==> src/rtl/matmul_sequencer.sv <==
// Tile sequencer for the systolic matmul datapath: walks N tiles through
// FILL -> DRAIN -> COMPUTE -> NEXT, optionally prefetching the next weight tile.
module matmul_sequencer #(
    parameter int WIDTH_HEIGHT = 16,
    parameter int ADDR_W       = 8,
    parameter int TILE_W       = 8,
    parameter int TIMEOUT_W    = 16
) (
    input  logic                           clk,
    input  logic                           reset,
    input  logic                           start,
    input  logic                           abort,
    input  logic [TILE_W-1:0]              cfg_num_tiles,
    input  logic                           cfg_prefetch,
    input  logic [ADDR_W-1:0]              cfg_in_base,
    input  logic [ADDR_W-1:0]              cfg_w_base,
    input  logic [ADDR_W-1:0]              cfg_out_base,
    input  logic [ADDR_W-1:0]              cfg_in_stride,
    input  logic [ADDR_W-1:0]              cfg_w_stride,
    input  logic [ADDR_W-1:0]              cfg_out_stride,
    input  logic                           mem_to_fifo_done,
    input  logic                           fifo_to_arr_done,
    input  logic                           output_done,
    output logic                           fill_fifo,
    output logic                           drain_fifo,
    output logic                           active,
    output logic [WIDTH_HEIGHT*ADDR_W-1:0] inputMem_rd_addr_base,
    output logic [WIDTH_HEIGHT*ADDR_W-1:0] weightMem_rd_addr_base,
    output logic [WIDTH_HEIGHT*ADDR_W-1:0] outputMem_wr_addr_base,
    output logic                           busy,
    output logic                           done,
    output logic                           error,
    output logic [TILE_W-1:0]              tile_idx,
    output logic [2:0]                     fsm_state
);

    localparam logic [2:0] S_IDLE    = 3'd0;
    localparam logic [2:0] S_FILL    = 3'd1;
    localparam logic [2:0] S_DRAIN   = 3'd2;
    localparam logic [2:0] S_COMPUTE = 3'd3;
    localparam logic [2:0] S_NEXT    = 3'd4;
    localparam logic [2:0] S_FINISH  = 3'd5;

    localparam logic [TIMEOUT_W-1:0] WD_MAX = '1;

    logic [2:0]           state, state_n;
    logic [TILE_W-1:0]    num_tiles_q;
    logic                 prefetch_q;
    logic [ADDR_W-1:0]    in_stride_q, w_stride_q, out_stride_q;
    logic [ADDR_W-1:0]    in_addr, w_addr, out_addr;
    logic [ADDR_W-1:0]    in_addr_n, w_addr_n, out_addr_n;
    logic [TILE_W-1:0]    tile_n;
    logic [TIMEOUT_W-1:0] wd_cnt, wd_n;
    logic                 out_seen, out_seen_n;
    logic                 pf_pending, pf_pending_n;
    logic                 pf_issued, pf_issued_n;
    logic                 fill_n, drain_n, active_n, done_n, error_n;

    // Handshake: a strobe is high only in the entry cycle of its state; the
    // matching done input is honoured only in later cycles of that state, so a
    // done level left over from the previous request cannot complete the new one.
    logic fill_hit, drain_hit, out_hit, pf_hit, compute_ok, hs_done;

    assign fill_hit   = ~fill_fifo & mem_to_fifo_done;
    assign drain_hit  = ~drain_fifo & fifo_to_arr_done;
    assign out_hit    = ~active & output_done;
    assign pf_hit     = pf_pending & fill_hit;
    assign compute_ok = (out_seen | out_hit) & (~pf_pending | pf_hit);
    assign hs_done    = (state == S_FILL)  ? fill_hit :
                        (state == S_DRAIN) ? drain_hit : compute_ok;

    always_comb begin
        state_n      = state;
        fill_n       = 1'b0;
        drain_n      = 1'b0;
        active_n     = 1'b0;
        done_n       = 1'b0;
        error_n      = error;
        wd_n         = wd_cnt;
        out_seen_n   = out_seen;
        pf_pending_n = pf_pending;
        pf_issued_n  = pf_issued;
        tile_n       = tile_idx;
        in_addr_n    = in_addr;
        w_addr_n     = w_addr;
        out_addr_n   = out_addr;
        if (state != S_IDLE && abort) begin
            state_n      = S_IDLE;
            wd_n         = '0;
            out_seen_n   = 1'b0;
            pf_pending_n = 1'b0;
            pf_issued_n  = 1'b0;
        end else begin
            case (state)
                S_IDLE: begin
                    if (start) begin
                        in_addr_n    = cfg_in_base;
                        w_addr_n     = cfg_w_base;
                        out_addr_n   = cfg_out_base;
                        tile_n       = '0;
                        error_n      = 1'b0;
                        wd_n         = '0;
                        out_seen_n   = 1'b0;
                        pf_pending_n = 1'b0;
                        pf_issued_n  = 1'b0;
                        if (cfg_num_tiles == '0) begin
                            state_n = S_FINISH;
                            done_n  = 1'b1;
                        end else begin
                            state_n = S_FILL;
                            fill_n  = 1'b1;
                        end
                    end
                end
                S_FILL, S_DRAIN, S_COMPUTE: begin
                    if (wd_cnt == WD_MAX) begin
                        state_n      = S_IDLE;
                        out_seen_n   = 1'b0;
                        pf_pending_n = 1'b0;
                        pf_issued_n  = 1'b0;
                    end else if (hs_done) begin
                        wd_n = '0;
                        if (state == S_FILL) begin
                            state_n = S_DRAIN;
                            drain_n = 1'b1;
                        end else if (state == S_DRAIN) begin
                            state_n    = S_COMPUTE;
                            active_n   = 1'b1;
                            out_seen_n = 1'b0;
                            // Prefetch the next weight tile while this one computes.
                            if (prefetch_q && (tile_idx < num_tiles_q - TILE_W'(1))) begin
                                fill_n       = 1'b1;
                                w_addr_n     = w_addr + w_stride_q;
                                pf_pending_n = 1'b1;
                                pf_issued_n  = 1'b1;
                            end else begin
                                pf_pending_n = 1'b0;
                                pf_issued_n  = 1'b0;
                            end
                        end else begin
                            state_n      = S_NEXT;
                            out_seen_n   = 1'b0;
                            pf_pending_n = 1'b0;
                            tile_n       = tile_idx + TILE_W'(1);
                            in_addr_n    = in_addr + in_stride_q;
                            out_addr_n   = out_addr + out_stride_q;
                            if (!pf_issued) begin
                                w_addr_n = w_addr + w_stride_q;
                            end
                        end
                    end else begin
                        wd_n = wd_cnt + TIMEOUT_W'(1);
                        if (wd_cnt == WD_MAX - TIMEOUT_W'(1)) begin
                            error_n = 1'b1;
                        end
                        if (state == S_COMPUTE) begin
                            out_seen_n   = out_seen | out_hit;
                            pf_pending_n = pf_pending & ~pf_hit;
                        end
                    end
                end
                S_NEXT: begin
                    pf_issued_n = 1'b0;
                    wd_n        = '0;
                    // tile_idx already counts the completed tile here.
                    if (tile_idx == num_tiles_q) begin
                        state_n = S_FINISH;
                        done_n  = 1'b1;
                    end else if (pf_issued) begin
                        state_n = S_DRAIN;
                        drain_n = 1'b1;
                    end else begin
                        state_n = S_FILL;
                        fill_n  = 1'b1;
                    end
                end
                S_FINISH: state_n = S_IDLE;
                default:  state_n = S_IDLE;
            endcase
        end
    end

    always_ff @(posedge clk or negedge reset) begin
        if (!reset) begin
            state      <= S_IDLE;
            fill_fifo  <= 1'b0;
            drain_fifo <= 1'b0;
            active     <= 1'b0;
            busy       <= 1'b0;
            done       <= 1'b0;
            error      <= 1'b0;
            tile_idx   <= '0;
            in_addr    <= '0;
            w_addr     <= '0;
            out_addr   <= '0;
            wd_cnt     <= '0;
            out_seen   <= 1'b0;
            pf_pending <= 1'b0;
            pf_issued  <= 1'b0;
        end else begin
            state      <= state_n;
            fill_fifo  <= fill_n;
            drain_fifo <= drain_n;
            active     <= active_n;
            busy       <= (state_n != S_IDLE);
            done       <= done_n;
            error      <= error_n;
            tile_idx   <= tile_n;
            in_addr    <= in_addr_n;
            w_addr     <= w_addr_n;
            out_addr   <= out_addr_n;
            wd_cnt     <= wd_n;
            out_seen   <= out_seen_n;
            pf_pending <= pf_pending_n;
            pf_issued  <= pf_issued_n;
        end
    end

    // Job configuration is frozen at the accepted start.
    always_ff @(posedge clk or negedge reset) begin
        if (!reset) begin
            num_tiles_q  <= '0;
            prefetch_q   <= 1'b0;
            in_stride_q  <= '0;
            w_stride_q   <= '0;
            out_stride_q <= '0;
        end else if (state == S_IDLE && start) begin
            num_tiles_q  <= cfg_num_tiles;
            prefetch_q   <= cfg_prefetch;
            in_stride_q  <= cfg_in_stride;
            w_stride_q   <= cfg_w_stride;
            out_stride_q <= cfg_out_stride;
        end
    end

    assign inputMem_rd_addr_base  = {WIDTH_HEIGHT{in_addr}};
    assign weightMem_rd_addr_base = {WIDTH_HEIGHT{w_addr}};
    assign outputMem_wr_addr_base = {WIDTH_HEIGHT{out_addr}};
    assign fsm_state              = state;

endmodule

==> config.mk <==
export PLATFORM = sky130hd
export DESIGN_NAME = matmul_sequencer
export DESIGN_NICKNAME = d
export VERILOG_FILES = /design/src/rtl/matmul_sequencer.sv
export SDC_FILE = /design/constraint.sdc
export NUM_CORES = 1
export LEC_CHECK = 0
export BUFFER_PORTS_ARGS = -buffer_cell sky130_fd_sc_hd__buf_2
export CAP_MARGIN = 20
export CORE_AREA = 2 2 178 180
export DETAILED_ROUTE_END_ITERATION = 12
export DIE_AREA = 0 0 180 182
export GPL_ROUTABILITY_DRIVEN = 0
export GPL_TIMING_DRIVEN = 1
export HOLD_SLACK_MARGIN = 0.15
export PLACE_DENSITY = 0.63
export SLEW_MARGIN = 40
export SYNTH_ARGS = -nofsm -noshare
export SYNTH_HDL_FRONTEND = slang
export SYNTH_SLANG_ARGS = --single-unit
export TNS_END_PERCENT = 50
==> constraint.sdc <==
create_clock -name clk -period 8.2 [get_ports clk]
set_clock_uncertainty 0.1 [all_clocks]
set_input_delay 1.64 -clock clk [delete_from_list [all_inputs] [get_ports clk]]
set_output_delay 1.64 -clock clk [all_outputs]
set_load 0.01 [all_outputs]
==> metrics.md <==
| Metric | Value |
|---|---|
| Top cell type's share of synthesized area | `roughly a third` |
| Fin Setup TNS | `0 ns` |
| Maximum fanout along the worst path | `35` |
| Row cnt | `between 60 and 70` |
| CP Launch Type | `primary input` |
| Area Overhead vs Synth | `4.463%` |
| Most numerous cell in the Yosys netlist | `buf_4` |
| DIE AREA | `0.03276 mm2` |
| Area occupied by multi-input gates | `roughly 0.0032 mm2` |
| #FFs+latches synth | `between 90 and 100` |
| N_diodes | `0` |
| EDFF count, synth | `0` |
| # IOs | `roughly 470` |
| Die Y | `around 180 um` |
| Layout cells sized above 1 | `approximately 44%` |
| Sequential area share after synthesis | `~27%` |
| Htree depth | `3` |
| Num Clock Sinks | `just over 90` |
| Hold slack | `0.3855 ns` |
| Crit path arrival time | `between 4 and 5 ns` |
| DRC Markers | `0` |
| GRT Util Overall | `roughly an eighth` |
| Fin crit period | `approximately 4.2 ns` |
| Resized Gates After CTS | `0` |
| Final count of pins violating max slew | `0` |
| Final setup violation count | `0` |
| TritonRoute pass-1 iters | `7` |
| Avg Vias per Cell | `4.339` |
| P per Cell Area | `between 400 and 500 mW/mm2` |
| Crit-path max cell delay | `approximately 0.7 ns` |
| # hold bufs at CTS | `0` |
| Final WL | `22.27 mm` |
| Max capacitance violation total | `0` |
| Synth Net Count | `approximately 1.1k` |
| P_leak | `4.787 nW` |
| Final Hold Vio Count | `0` |
| Input/output buffers | `464` |
| Biggest area consumer among synthesized cells | `buf_4` |
| Tightest Pin Transition | `roughly 0.8 ns` |
| Mean post-synth cell area | `roughly 8 um2` |
| Number of fillers in the final layout | `3367` |
| CP Cell Sequence | `buf_2 > nand3_2 > a31oi_1 > nand3_2 > or3_1 > a21oi_1` |
| Clk slew on worst S/H paths | `about 0.070 ns` |
| Ys flop type | `dfrtp_1` |
| Largest delay share family, worst path | `simple AND/OR/NAND/NOR gates` |
| Synth area leaders | `buf_4 32%, dfrtp_1 27%, nand2_1 6.3%, ha_1 4.9%, o21ai_0 3.9%` |
| Synthesized area | `between 0.008 and 0.009 mm2` |
| Num CTS Buffers | `9` |
| Worst-Skew Late Latency | `0.35 ns` |
| Ys async rst share | `100.0%` |
| Die X | `approximately 180 um` |
| Initial core utilization | `between 20% and 30%` |
| Slew HR | `roughly 47%` |
| CP endpoint kind | `register` |
| Status | `completed` |
| Global-route wire length before repair | `around 33 mm` |
| Peak supply drop | `0.1516 mV` |
| CTS tree | `built` |
| Fmax | `0.2372 GHz` |
| Setup CP Type | `in2reg` |
| Post-CTS Setup Bufs | `0` |
| Yosys warnings | `0` |
| Via count | `6686` |
| Antenna-violating nets left | `0` |
| Clock buffer depth | `2` |
| Root buf cell | `clkbuf_16` |
| Post-Syn Instances | `1040` |
| Commonest cells in the netlist | `361 x buf_4, 143 x nand2_1, 93 x dfrtp_1, 66 x o21ai_0, 42 x nor2_1` |
| Detail Placement HPWL | `between 15 and 20 mm` |
| Class of the worst hold path | `reg2reg` |
| Final period utilization | `51.41%` |
| GR Overflow Total | `0` |
| Top cell by count, worst path | `nand3_2` |
| Worst path required time | `8.36 ns` |
| Critical Path Slowest Stage Cell | `nand3_2` |
| Flip-flop and latch area | `between 0.002 and 0.0025 mm2` |
| Nets@finish | `between 1k and 1.5k` |
| Core area | `about 0.031 mm2` |
| RSZ-0062 raised after global routing | `false` |
| Antenna violations before repair | `0` |
| Netlist cell types | `60` |
| Initial DRC count | `251` |
| Avg WL per Cell | `14.45 um` |
| Crit path buf inv count | `1` |
| Vias in the first global route | `5809` |
| Largest net degree at the start of global routing | `just under 60` |
## power breakdown
part	total, W	leakage, nW	internal, W	switching, W
Clock	0.000431	0.149	0.000218	0.000214
Sequential	0.000958	1.19	0.000613	0.000345
Combinational	0.00259	3.44	0.00108	0.00151
## kinds of logic after synthesis
logic type / after synthesis / synth area share [%]
buffers and inverters: 414 / 34.45
and+or+nand+nor: 289 / 15.74
AOI/OAI and AO/OA: 167 / 12.15
DFF: 93 / 27.49
adders and majority gates: 36 / 5.587
xor gates and xnor gates: 26 / 2.690
muxes: 15 / 1.892
## through the flow
step           area [um2]  util (%)  power (W)  setup WS (ns)  std cells
5_1_grt              8843     28.54   0.004344          3.736       1541
6_report             8843     28.54   0.003979          3.984       1541
4_1_cts              8840     28.53   0.004035          3.950       1541
3_3_place_gp         8538     27.56   0.003528          3.658       1525
2_1_floorplan        8466         -   0.003513          4.900       1040
3_5_place_dp         8538     27.56   0.003585          3.587       1525
## tightest hold or removal path: cells and delay by family (launching register included)
family / cells / cell delay (ns)
flops: 1 / 0.35
simple gates: 2 / 0.10
## worst paths after layout
check / start / end / slack (ns) / depth (start not counted)
setup / recovery: start / tile_idx[3]$_DFFE_PN0P_ / 3.98 / 6
hold / removal: w_stride_q[6]$_DFFE_PN0P_ / w_stride_q[6]$_DFFE_PN0P_ / 0.39 / 2
setup reg to reg: fsm_state[1]$_DFF_PN0_ / tile_idx[3]$_DFFE_PN0P_ / 4.23 / 6
hold reg to reg: w_stride_q[6]$_DFFE_PN0P_ / w_stride_q[6]$_DFFE_PN0P_ / 0.39 / 2
max in group asynchronous: reset / in_addr[2]$_DFFE_PN0P_ / 5.90 / 2
min in group asynchronous: reset / wd_cnt[1]$_DFFE_PN0P_ / 1.14 / 1
## cell usage in the layout (no fill, tap or decap), types with 9 or more instances in the layout
cell type,Yosys,final
buf_2,0,463
nand2_1,143,143
dfrtp_1,93,93
o21ai_0,66,66
nor2_1,42,42
a21oi_1,38,38
ha_1,33,33
inv_1,29,29
nor3_1,22,22
or3_1,14,14
xor2_1,13,13
xnor2_1,13,13
nor4_1,12,12
nand3_1,13,12
nand2b_1,10,10
a31oi_1,10,10
nor2b_1,9,9
clkbuf_16,0,9
## flip-flops by register name, indices dropped and copies added, names as in the netlist
| signal | count |
|---|---|
| pf_pending | 1 |
| done | 1 |
| out_seen | 1 |
| w_addr | 8 |
| out_stride_q | 8 |
| in_addr | 8 |
| prefetch_q | 1 |
| w_stride_q | 8 |
| in_stride_q | 8 |
| busy | 1 |
| fsm_state | 3 |
| fill_fifo | 1 |
| tile_idx | 8 |
| wd_cnt | 16 |
| active | 1 |
| num_tiles_q | 8 |
| error | 1 |
| drain_fifo | 1 |
| pf_issued | 1 |
| out_addr | 8 |
## cell type report
| type | instances | share of cell area [%] |
|---|---|---|
| multi-input combinational | 533 | 36.69 |
| timing repair buffer | 468 | 26.67 |
| sequential | 93 | 26.32 |
| tap | 402 | 5.688 |
| clock buffer | 9 | 2.547 |
| inverter | 29 | 1.231 |
| clock inverter | 7 | 0.8630 |
## per-layer routing
metal	vias to the layer above	GRT usage (%)	wire, um
li1	3307	-	-
met1	3125	17.07	10080
met2	238	21.49	10830
met3	16	2.246	1139
met4	0	2.472	221
met5	-	0	0
Note: power is estimated with default switching activity, not from simulation.
